$ cat config.mk
export PLATFORM = sky130hd
export DESIGN_NAME = sum_accum
export DESIGN_NICKNAME = d
export VERILOG_FILES = /design/src/rtl/sum_accum.sv
export SDC_FILE = /design/constraint.sdc
export NUM_CORES = 1
export LEC_CHECK = 0
export CAP_MARGIN = 10
export CORE_ASPECT_RATIO = 1.4
export CORE_MARGIN = 5
export CORE_UTILIZATION = 49
export DETAILED_ROUTE_END_ITERATION = 10
export PLACE_DENSITY = 0.77
export SYNTH_ARGS = -nofsm -noshare
export SYNTH_HDL_FRONTEND = slang
export SYNTH_SLANG_ARGS = --single-unit
$ cat constraint.sdc
create_clock -name clk -period 2.7 [get_ports clk]
set_input_delay 0.54 -clock clk [delete_from_list [all_inputs] [get_ports clk]]
set_output_delay 0.54 -clock clk [all_outputs]
set_load 0.02 [all_outputs]
$ cat src/rtl/sum_accum.sv
// sum_accum: accumulates NUM_TERMS consecutive sums from the upstream
// carry-select adder into a guard-bit widened accumulator and presents the
// completed total on acc_out under a valid/ready handshake. The upstream adder
// cannot stall, so sums that arrive while a result is still waiting for the
// consumer are dropped and flagged on the sticky overrun output.
//
// Optional feature: define SUM_ACCUM_OVR_CNT_EN to add the 8-bit saturating
// ovr_count output, which counts dropped sums.
module sum_accum #(
  parameter int BLOCK_SIZE = 14,
  parameter int NUM_BLOCKS = 4,
  parameter int NUM_TERMS  = 16,
  parameter int GUARD_BITS = 4,
  localparam int DAT_WIDTH = BLOCK_SIZE * NUM_BLOCKS,
  localparam int ACC_WIDTH = DAT_WIDTH + 1 + GUARD_BITS
) (
  input  logic                  clk,
  input  logic                  rst,
  input  logic [DAT_WIDTH:0]    sum_in,
  input  logic                  sum_valid,
  input  logic                  clear,
  output logic [ACC_WIDTH-1:0]  acc_out,
  output logic                  acc_valid,
  input  logic                  acc_ready,
  output logic [GUARD_BITS:0]   acc_count,
  output logic                  overrun
`ifdef SUM_ACCUM_OVR_CNT_EN
  ,
  output logic [7:0]            ovr_count
`endif
);

  typedef enum logic {
    ACC  = 1'b0,  // absorbing sums into the partial accumulation
    FULL = 1'b1   // completed result presented, waiting for acc_ready
  } state_t;

  // acc_count value at which the next absorbed sum completes the result.
  localparam logic [GUARD_BITS:0] LAST_CNT = (GUARD_BITS + 1)'(NUM_TERMS - 1);
  localparam logic [GUARD_BITS:0] ONE_CNT  = (GUARD_BITS + 1)'(1);

  state_t               state;
  logic [ACC_WIDTH-1:0] acc;
  logic [ACC_WIDTH-1:0] sum_ext;
  logic [ACC_WIDTH-1:0] acc_next;
  logic                 accept;

  // Sums are unsigned; the guard bits absorb the growth of NUM_TERMS terms.
  assign sum_ext  = {{GUARD_BITS{1'b0}}, sum_in};
  assign acc_next = acc + sum_ext;

  // A sum is taken while accumulating, or in FULL when the consumer empties
  // the output slot in the same cycle. acc and acc_count are already zero in
  // FULL, so a restart simply absorbs the new sum on top of zero.
  assign accept = sum_valid && ((state == ACC) || acc_ready);

  // acc_valid is a direct decode of the state flop, so it is glitch-free.
  assign acc_valid = (state == FULL);

  // Single sequential process: rst beats clear, clear beats all data inputs.
  always_ff @(posedge clk) begin
    // NOTE: state registers use non-blocking assignments so every flop
    // samples the pre-edge values; blocking here would create order-dependent
    // simulation that disagrees with the synthesized netlist.
    if (rst) begin
      state     <= ACC;
      acc       <= '0;
      acc_out   <= '0;
      acc_count <= '0;
      overrun   <= 1'b0;
`ifdef SUM_ACCUM_OVR_CNT_EN
      ovr_count <= 8'd0;
`endif
    end else if (clear) begin
      // Flush partial and pending results; a coincident sum is discarded.
      state     <= ACC;
      acc       <= '0;
      acc_out   <= '0;
      acc_count <= '0;
      overrun   <= 1'b0;
`ifdef SUM_ACCUM_OVR_CNT_EN
      ovr_count <= 8'd0;
`endif
    end else if (accept) begin
      if (acc_count == LAST_CNT) begin
        // Last term: publish the total and re-arm the accumulator.
        state     <= FULL;
        acc_out   <= acc_next;
        acc       <= '0;
        acc_count <= '0;
      end else begin
        state     <= ACC;
        acc       <= acc_next;
        acc_count <= acc_count + ONE_CNT;
      end
    end else if (state == FULL) begin
      if (acc_ready) begin
        // Handshake without a new sum: back to an empty accumulation.
        state <= ACC;
      end else if (sum_valid) begin
        // Output slot still occupied and upstream cannot stall: drop it.
        overrun <= 1'b1;
`ifdef SUM_ACCUM_OVR_CNT_EN
        if (ovr_count != 8'hFF) begin
          ovr_count <= ovr_count + 8'd1;
        end
`endif
      end
    end
  end

endmodule

Word level (Yosys, flattened, before mapping)
Cells that the tools add are included.
W data, S select, Z words.
{"block": "op_classes", "add_sub_neg": 2, "mux": 6, "bitwise": 3, "n_reduce_logical": 5, "eq_ne": 1}
{"operator": "$add A61 B57 Y61", "count": 1}
{"operator": "$mux W61", "count": 1}
{"operator": "$add A5 B1 Y5 const B", "count": 1}
{"operator": "$eq A5 B4 Y1 const B", "count": 1}
{"operator": "$mux W5", "count": 1}
{"operator": "$mux W1", "count": 4}
{"operator": "$reduce_and A4 Y1", "count": 1}
{"operator": "$not A1 Y1", "count": 3}
{"operator": "$reduce_and A2 Y1", "count": 1}
{"operator": "$reduce_or A2 Y1", "count": 1}
{"operator": "$logic_and A1 B1 Y1", "count": 1}
{"operator": "$logic_or A1 B1 Y1", "count": 1}
{"block": "word_totals", "output_inout_bits": 68, "wordCells": 22, "in_bits": 62, "regBits": 129}

Logic depth before layout (Yosys ltp)
Gate-level depths: netlist of the first run.
{"block": "depth", "depth_word": 5, "ltp_mapped": 12, "mapped_depth_nobuf": 12}

Worst setup path after synthesis of the first run
No wires, ideal clock.
{"block": "synth_timing", "path_kind": "input to register", "startpoint": "in sum_in[0]", "endpoint": "reg acc[54]", "path_slack_ns": -0.164, "arrival_ns": 2.738, "path_buffers": 0, "stages": 12, "setup_time_ns": 0.126, "t_required_ns": 2.574, "path_cell_list": "ha_1 fa_1 a21oi_1 o211ai_2 nand4_1 a21oi_2 a21oi_2 o31ai_4 a31oi_4 and2b_1 xor2_1 o21ai_0"}
{"block": "synth_via", "elab_chain_len": 2}
{"element": "start: declaration", "line": "19", "text": "input logic [DAT_WIDTH:0] sum_in,"}
{"element": "$add A61 B57 Y61", "line": "50", "text": "assign acc_next = acc + sum_ext;"}
{"element": "$mux W61", "line": "85", "text": "if (acc_count == LAST_CNT) begin"}
{"element": "end signal: assignment", "line": "93", "text": "acc <= acc_next;"}
{"element": "end: declaration", "line": "43", "text": "logic [ACC_WIDTH-1:0] acc;"}
No other way between the ends.
A chain may end at the register's enable or synchronous reset.

Final worst setup path of the first run
{"block": "layout_timing", "startpoint": "in sum_in[4]", "endpoint": "reg acc[58]"}
The elaborated chain is that of the path after synthesis.

==> flow_metrics.py, run 1 <==
metrics = {
    "cells_and_area": {
        "final-instance-count-excl-fill": 1584,
        "fin_nets": 1493,
        "drive_above_1_share_pct": 33.8,
        "final.fill_count": 989,
        "final_area_sq_um": 13000,
        "final_cell_mix": "247 x buf_4, 157 x nand2_1, 117 x dfxtp_1",
        "layout_commonest_cell": "buf_4",
        "synthToLayoutAreaGrowth_pct": 61.7,
        "antennaDiodeCount": 0,
    },
    "setup_path": {
        "crit_type": "input port to register",
        "crit_required_ns": 3.01,
        "cp-startpoint": "sum_in[4]",
        "arrival_ns": 3.05,
        "worstSetupEndpoint": "acc[58]",
        "crit_chain": "dlygate4sd2_1 > ha_4 > nand2_1 > o211ai_2 > nand4_1 > a21oi_2 > a21oi_2 > o31ai_4 > a31oi_4 > buf_12 > o31ai_4 > o221a_2 > nor2_1",
        "reg2regPathDepth": 13,
        "crit_path_start_kind": "input port",
        "critPathMaxFanout": 4,
        "max_stage_delay_ns": 0.29,
        "r2r-end": "acc[58]",
        "cp_slowest_cell": "ha_4",
        "r2r_slack_ns": -0.03,
        "crit_path_end_kind": "register",
        "reg2reg_from": "acc[0]",
    },
    "logic_synthesis": {
        "synthSimpleGateAreaFrac_pct": 20.0,
        "async_reset_ff_share_pct": 0,
        "synth-edff-count": 0,
        "synth_compound_area_share_pct": 28.4,
        "synth-seq-cells": 129,
        "synth_top_family_by_area": "compound AO/OA/AOI/OAI gates",
        "muxShareOfSynthArea_pct": 0.124,
        "synthCells": 1033,
        "synthDistinctLibCells": 73,
        "avgSynthCellArea_sq_um": 7.81,
        "synthFlopType": "dfxtp_1",
        "yosysWarnings": 0,
        "synth_xor_area_share_pct": 6.30,
        "synth_fa_ha_area_share_pct": 9.24,
        "ys_seq_area_share_pct": 32.0,
        "syn_nets": 1154,
        "syn_area_sq_um": 8070,
    },
    "floorplanning": {
        "die_h_um": 162,
        "rows": 55,
        "num_io_pins": 130,
        "core_area_sq_um": 16200,
        "dieArea_sq_um": 19200,
        "fp.dieW_um": 118,
        "start_util_pct": 49.9,
    },
    "detailed_routing": {
        "drc": 0,
        "postRouteAntennaNets": 0,
        "vias_per_cell": 5.91,
        "via_count": 9355,
        "dr.first_iter.drc_count": 640,
        "wl_per_cell_um": 19.2,
        "drt_pre_antenna_iters": 5,
        "drt_wl_total_um": 30400,
    },
    "timing": {
        "slew_violations": 0,
        "rsz0062_at_grt": "yes",
        "min_period_ns": 2.73,
        "skew_ns": 0.0100,
        "worstMarginPinSlew_ns": 0.443,
        "hold_viol_final": 0,
        "layout_setup_ws_ns": -0.0329,
        "hold_slack_ns": 0.452,
        "slew_headroom_pct": 70.5,
        "finalSetupViolCount": 9,
        "min_period_over_period_pct": 101,
        "fmax_ghz": 0.366,
    },
    "clocking": {
        "cts_inserted_buffers": 17,
        "cts_root_buf": "clkbuf_16",
        "clock_sinks": 129,
        "htreeDepth": 4,
        "clockBufferDepth": 2,
        "cts_tree": "done",
        "cts.clk_slew.worst_paths_ns": 0.06,
        "clock_latency_ns": 0.43,
    },
    "global_routing": {
        "grt_pass1_wl_um": 46300,
        "grt.total_usage_pct": 29.3,
        "grt_start_max_net_pins": 45,
        "grt_pass1_vias": 9434,
        "grt.overflow.total": 0,
        "antenna_found_initial": 0,
    },
    "place": {
        "gp_congestion": 0.943,
        "io_buffer_count": 129,
        "postPlaceCellArea_sq_um": 11100,
        "placed_cells": 1502,
        "hpwl_um": 20300,
    },
    "worst_hold_path": {
        "hold_path.class": "register to register",
    },
    "power": {
        "power_density_nw_per_um2": 450,
        "leakage_uw": 0.00528,
        "ir_worst_vdd_mv": 0.447,
    },
    "status": {
        "outcome": "complete, but fails checks",
        "violations": "negative setup slack",
    },
    "job": {
        "drv_cap": 0,
    },
}
[worst min-delay path by stage]
stage / start / end / slack (ns) / depth (start not counted)
after floorplan: acc[18] / acc[18] / 0.43 / 2
after global placement: acc[37] / acc[37] / 0.44 / 2
after detailed placement: acc_out[43] / acc_out[43] / 0.45 / 2
after CTS: acc_out[43] / acc_out[43] / 0.45 / 2
after global routing: acc_out[4] / acc_out[4] / 0.47 / 2
final: acc_out[43] / acc_out[43] / 0.45 / 2
[layer usage]
| layer | up-vias | wire (um) | track usage (%) |
|---|---|---|---|
| li1 | 4379 | - | - |
| met1 | 4467 | 11400 | 31.7 |
| met2 | 393 | 15800 | 54.9 |
| met3 | 116 | 1650 | 4.74 |
| met4 | 0 | 1520 | 14.0 |
| met5 | - | 0 | 0 |
[critical path, delay by kind of cell]
family | cells | cell delay [ns]
buffers and inverters | 2 | 0.44
AND/OR/NAND/NOR | 3 | 0.35
adder cells (fa/ha/maj) | 1 | 0.29
AO/OA/AOI/OAI | 7 | 1.42
[cell usage after synthesis, drive strengths merged, types with 6 or more instances]
cell    instances  area, sq um
nand2         167          637
a21oi         135          687
dfxtp         129         2580
nor2          104          390
ha             58          726
o21ai          55          287
clkbuf         45          173
xnor2          39          342
a22oi          31          233
nand4          28          175
a21o           24          180
buf            20         96.3
xor2           19          166
a22o           15          131
inv            14         52.6
a211oi         12          100
nand3          11         60.1
nor3           11         66.3
o31ai          11          115
a31oi          10         77.6
o21bai         10         75.1
o21a            9         67.6
a21boi          7         52.6
nor2b           7         43.8
o211ai          6         60.1
[repair_timing]
item,in CTS,in global routing
hold buffers,0,0
resized for setup,143,115
setup endpoints to repair,84,60
setup buffers,26,27
pin swaps,88,79
[state kept, by name, summed over array words and instances, names as in the netlist]
name,cells
overrun,1
acc_count,5
acc,61
acc_valid,1
acc_out,61
[cell type report]
type,instances,area (sq um),area share [%]
well taps,199,249,1.91
repair buffers,385,3240,24.9
flip-flops and latches,129,2600,19.9
clock inverters,12,156,1.20
multi-input cells,825,6290,48.2
inverters,14,52.6,0.403
clock buffers,20,457,3.50
[logic make-up (layout without fill, tap and decap cells)]
logic type,after synthesis,count (layout)
simple gates,360,360
fa+ha+maj,59,59
mux,1,1
buf+inv,79,431
compound gates,347,347
flops,129,129
xor+xnor,58,58
[where the power goes]
part,internal (uW),switching (uW)
logic,719,754
clock network,1500,915
registers,1950,38.5
[stage by stage]
stage | setup WS (ns) | power (uW) | utilization [%] | setup TNS [ns]
after floorplan | -0.0587 | 2660 | - | -0.0908
after global placement | -0.732 | 3190 | 68.5 | -52.91
after detailed placement | -0.794 | 3200 | 68.5 | -56.03
after CTS | -0.0496 | 5720 | 76.8 | -0.119
after global routing | -0.166 | 6090 | 80.7 | -2.35
final | -0.0329 | 5870 | 80.7 | -0.147
(Power assumes the default switching activity.)
==> run 2, diff against run 1 <==
--- a/config.mk
+++ b/config.mk
@@ -6,11 +6,13 @@
 export NUM_CORES = 1
 export LEC_CHECK = 0
 export CAP_MARGIN = 10
+export CELL_PAD_IN_SITES_DETAIL_PLACEMENT = 0
+export CELL_PAD_IN_SITES_GLOBAL_PLACEMENT = 1
 export CORE_ASPECT_RATIO = 1.4
 export CORE_MARGIN = 5
-export CORE_UTILIZATION = 49
+export CORE_UTILIZATION = 36
 export DETAILED_ROUTE_END_ITERATION = 10
-export PLACE_DENSITY = 0.77
+export PLACE_DENSITY_LB_ADDON = 0.1
 export SYNTH_ARGS = -nofsm -noshare
 export SYNTH_HDL_FRONTEND = slang
 export SYNTH_SLANG_ARGS = --single-unit
==> constraint.sdc (replaced) <==
create_clock -name clk -period 2.7 [get_ports clk]
set_input_delay 0.81 -clock clk [delete_from_list [all_inputs] [get_ports clk]]
set_output_delay 0.81 -clock clk [all_outputs]
set_load 0.02 [all_outputs]
==> run 2 against run 1 <==
Against the previous run: the flow still finishes with violations (negative setup slack); global-route usage is 5.5 points lower; clock skew is 0.0048 ns higher; combinational power is 17% higher; highest routed layer unchanged.
==> flow_metrics.py, run 2 (same netlist as run 1, synthesis figures left out) <==
metrics = {
    "status": {
        "outcome": "complete, but fails checks",
        "violations": "negative setup slack",
    },
    "setup_path": {
        "crit_chain": "buf_2 > buf_6 > fa_2 > a21oi_4 > o211ai_2 > nand4_1 > buf_4 > a21oi_4 > a21oi_4 > o31ai_4 > a31oi_4 > buf_6 > o31ai_4 > o221a_2 > nor2_1",
        "crit_path_end_kind": "register",
        "cp_common_cell": "a21oi_4",
        "crit_path_start_kind": "input port",
        "crit_type": "input port to register",
        "path_delay_family": "compound AO/OA/AOI/OAI gates",
        "cp_slowest_cell": "o31ai_4",
        "cp-startpoint": "sum_in[1]",
        "max_stage_delay_ns": 0.30,
        "arrival_ns": 3.28,
        "crit_required_ns": 3.03,
        "critPathMaxFanout": 5,
        "cp_num_buf_inv": 4,
        "reg2reg_from": "acc[1]",
    },
    "timing": {
        "worstMarginPinSlew_ns": 0.517,
        "rsz0062_at_grt": "yes",
        "skew_ns": 0.0148,
        "slew_violations": 0,
        "min_period_over_period_pct": 110,
        "hold_slack_ns": 0.451,
        "layout_setup_ws_ns": -0.259,
        "min_period_ns": 2.96,
        "finalSetupViolCount": 51,
        "fmax_ghz": 0.338,
        "hold_viol_final": 0,
        "slew_headroom_pct": 65.6,
    },
    "cells_and_area": {
        "antennaDiodeCount": 0,
        "layout_commonest_cell": "buf_4",
        "fin_nets": 1544,
        "final-instance-count-excl-fill": 1730,
        "final_cell_mix": "262 x buf_4, 146 x nand2_1, 129 x dfxtp_1",
        "drive_above_1_share_pct": 42.8,
        "final_util_pct": 65.8,
        "synthToLayoutAreaGrowth_pct": 79.0,
        "largest_registers": "acc (61), acc_out (61), acc_count (5)",
    },
    "clocking": {
        "cts_inserted_buffers": 17,
        "cts_root_buf": "clkbuf_16",
        "clockBufferDepth": 2,
        "clock_sinks": 129,
        "cts_tree": "done",
        "holdBufCountCts": 0,
        "cts.clk_slew.worst_paths_ns": 0.06,
        "htreeDepth": 4,
        "clock_latency_ns": 0.44,
    },
    "detailed_routing": {
        "drt_pre_antenna_iters": 5,
        "drt_wl_total_um": 31100,
        "drc": 0,
        "vias_per_cell": 5.27,
        "dr.first_iter.drc_count": 451,
        "dr_wl_met2_um": 16600,
        "wl_met3_um": 999,
        "drt-met1-wl_um": 12400,
        "wl_per_cell_um": 18.0,
        "routed.top_layer": "met4",
        "via_count": 9111,
        "postRouteAntennaNets": 0,
    },
    "place": {
        "gp_congestion": 0.931,
        "hpwl_um": 22000,
        "placed_cells": 1624,
        "io_buffer_count": 129,
        "place_ws_ns": -1.13,
    },
    "floorplanning": {
        "fp.dieW_um": 137,
        "start_util_pct": 36.8,
        "num_io_pins": 130,
        "dieArea_sq_um": 25500,
        "core_area_sq_um": 21900,
        "die_h_um": 187,
        "rows": 64,
    },
    "global_routing": {
        "grt_pass1_vias": 9493,
        "grt.overflow.total": 0,
        "grt_start_max_net_pins": 44,
        "grt.total_usage_pct": 23.8,
        "antenna_found_initial": 0,
        "grt_pass1_wl_um": 48400,
    },
    "power": {
        "power_density_nw_per_um2": 420,
        "leakage_uw": 0.00572,
        "ir_worst_vdd_mv": 0.454,
    },
    "job": {
        "drv_cap": 0,
    },
    "worst_hold_path": {
        "hold_path.class": "register to register",
        "min_from": "acc[52]",
    },
}
run 2: changes by cell type in the layout (fill, tap and decap cells not counted), moves of 12 or more:
cell / change
buf_4: +15
a21oi_1: -14
buf_6: +50
dlygate4sd2_1: -13
dfxtp_1: +12
run 2: worst paths after layout:
kind / endpoint / slack (ns) / cells after the start
worst min-delay path: acc[52] / 0.45 / 2
worst min register to register: acc[52] / 0.45 / 2
worst max register to register: acc[58] / -0.20 / 14
worst max-delay path: acc[58] / -0.26 / 15
run 2: layout make-up:
type,count,area (sq um)
Fill cell,1856,7500
Sequential cell,129,2580
Multi-Input combinational cell,825,7090
Inverter,14,52.6
Clock buffer,23,468
Clock inverter,6,108
Timing Repair Buffer,436,3770
Tap cell,297,372
run 2: metal layers:
metal	up-vias	track usage [%]
met5	-	0
met4	0	8.81
met3	70	3.61
met2	208	44.5
met1	4349	26.6
li1	4484	-
run 2: per-stage QoR:
stage	total power [uW]	setup TNS [ns]	area [sq um]
2_1_floorplan	2740	-4.96	8620
3_3_place_gp	3310	-88.11	11700
3_5_place_dp	3310	-89.74	11700
4_1_cts	5910	-3.88	13600
5_1_grt	6320	-10.79	14400
6_report	6060	-4.87	14400
run 2: where the power goes:
group / switching [uW] / internal [uW]
clock network: 871 / 1480
logic: 845 / 875
registers: 40.7 / 1940
total: 1760 / 4300
run 2: timing repair:
| item | CTS | global route |
|---|---|---|
| setup endpoints to repair | 103 | 81 |
| pin swaps | 157 | 112 |
| buffers inserted | 57 | 28 |
| resized for setup | 316 | 132 |
run 2: worst register-to-register path, stage by stage, from the launching register on:
cell and delay, ns:
dfxtp_1 0.39, buf_4 0.14, fa_2 0.23, a21oi_4 0.07, o211ai_2 0.15, nand4_1 0.11
buf_4 0.17, a21oi_4 0.21, a21oi_4 0.10, o31ai_4 0.30, a31oi_4 0.20, buf_6 0.17
o31ai_4 0.27, o221a_2 0.23, nor2_1 0.04
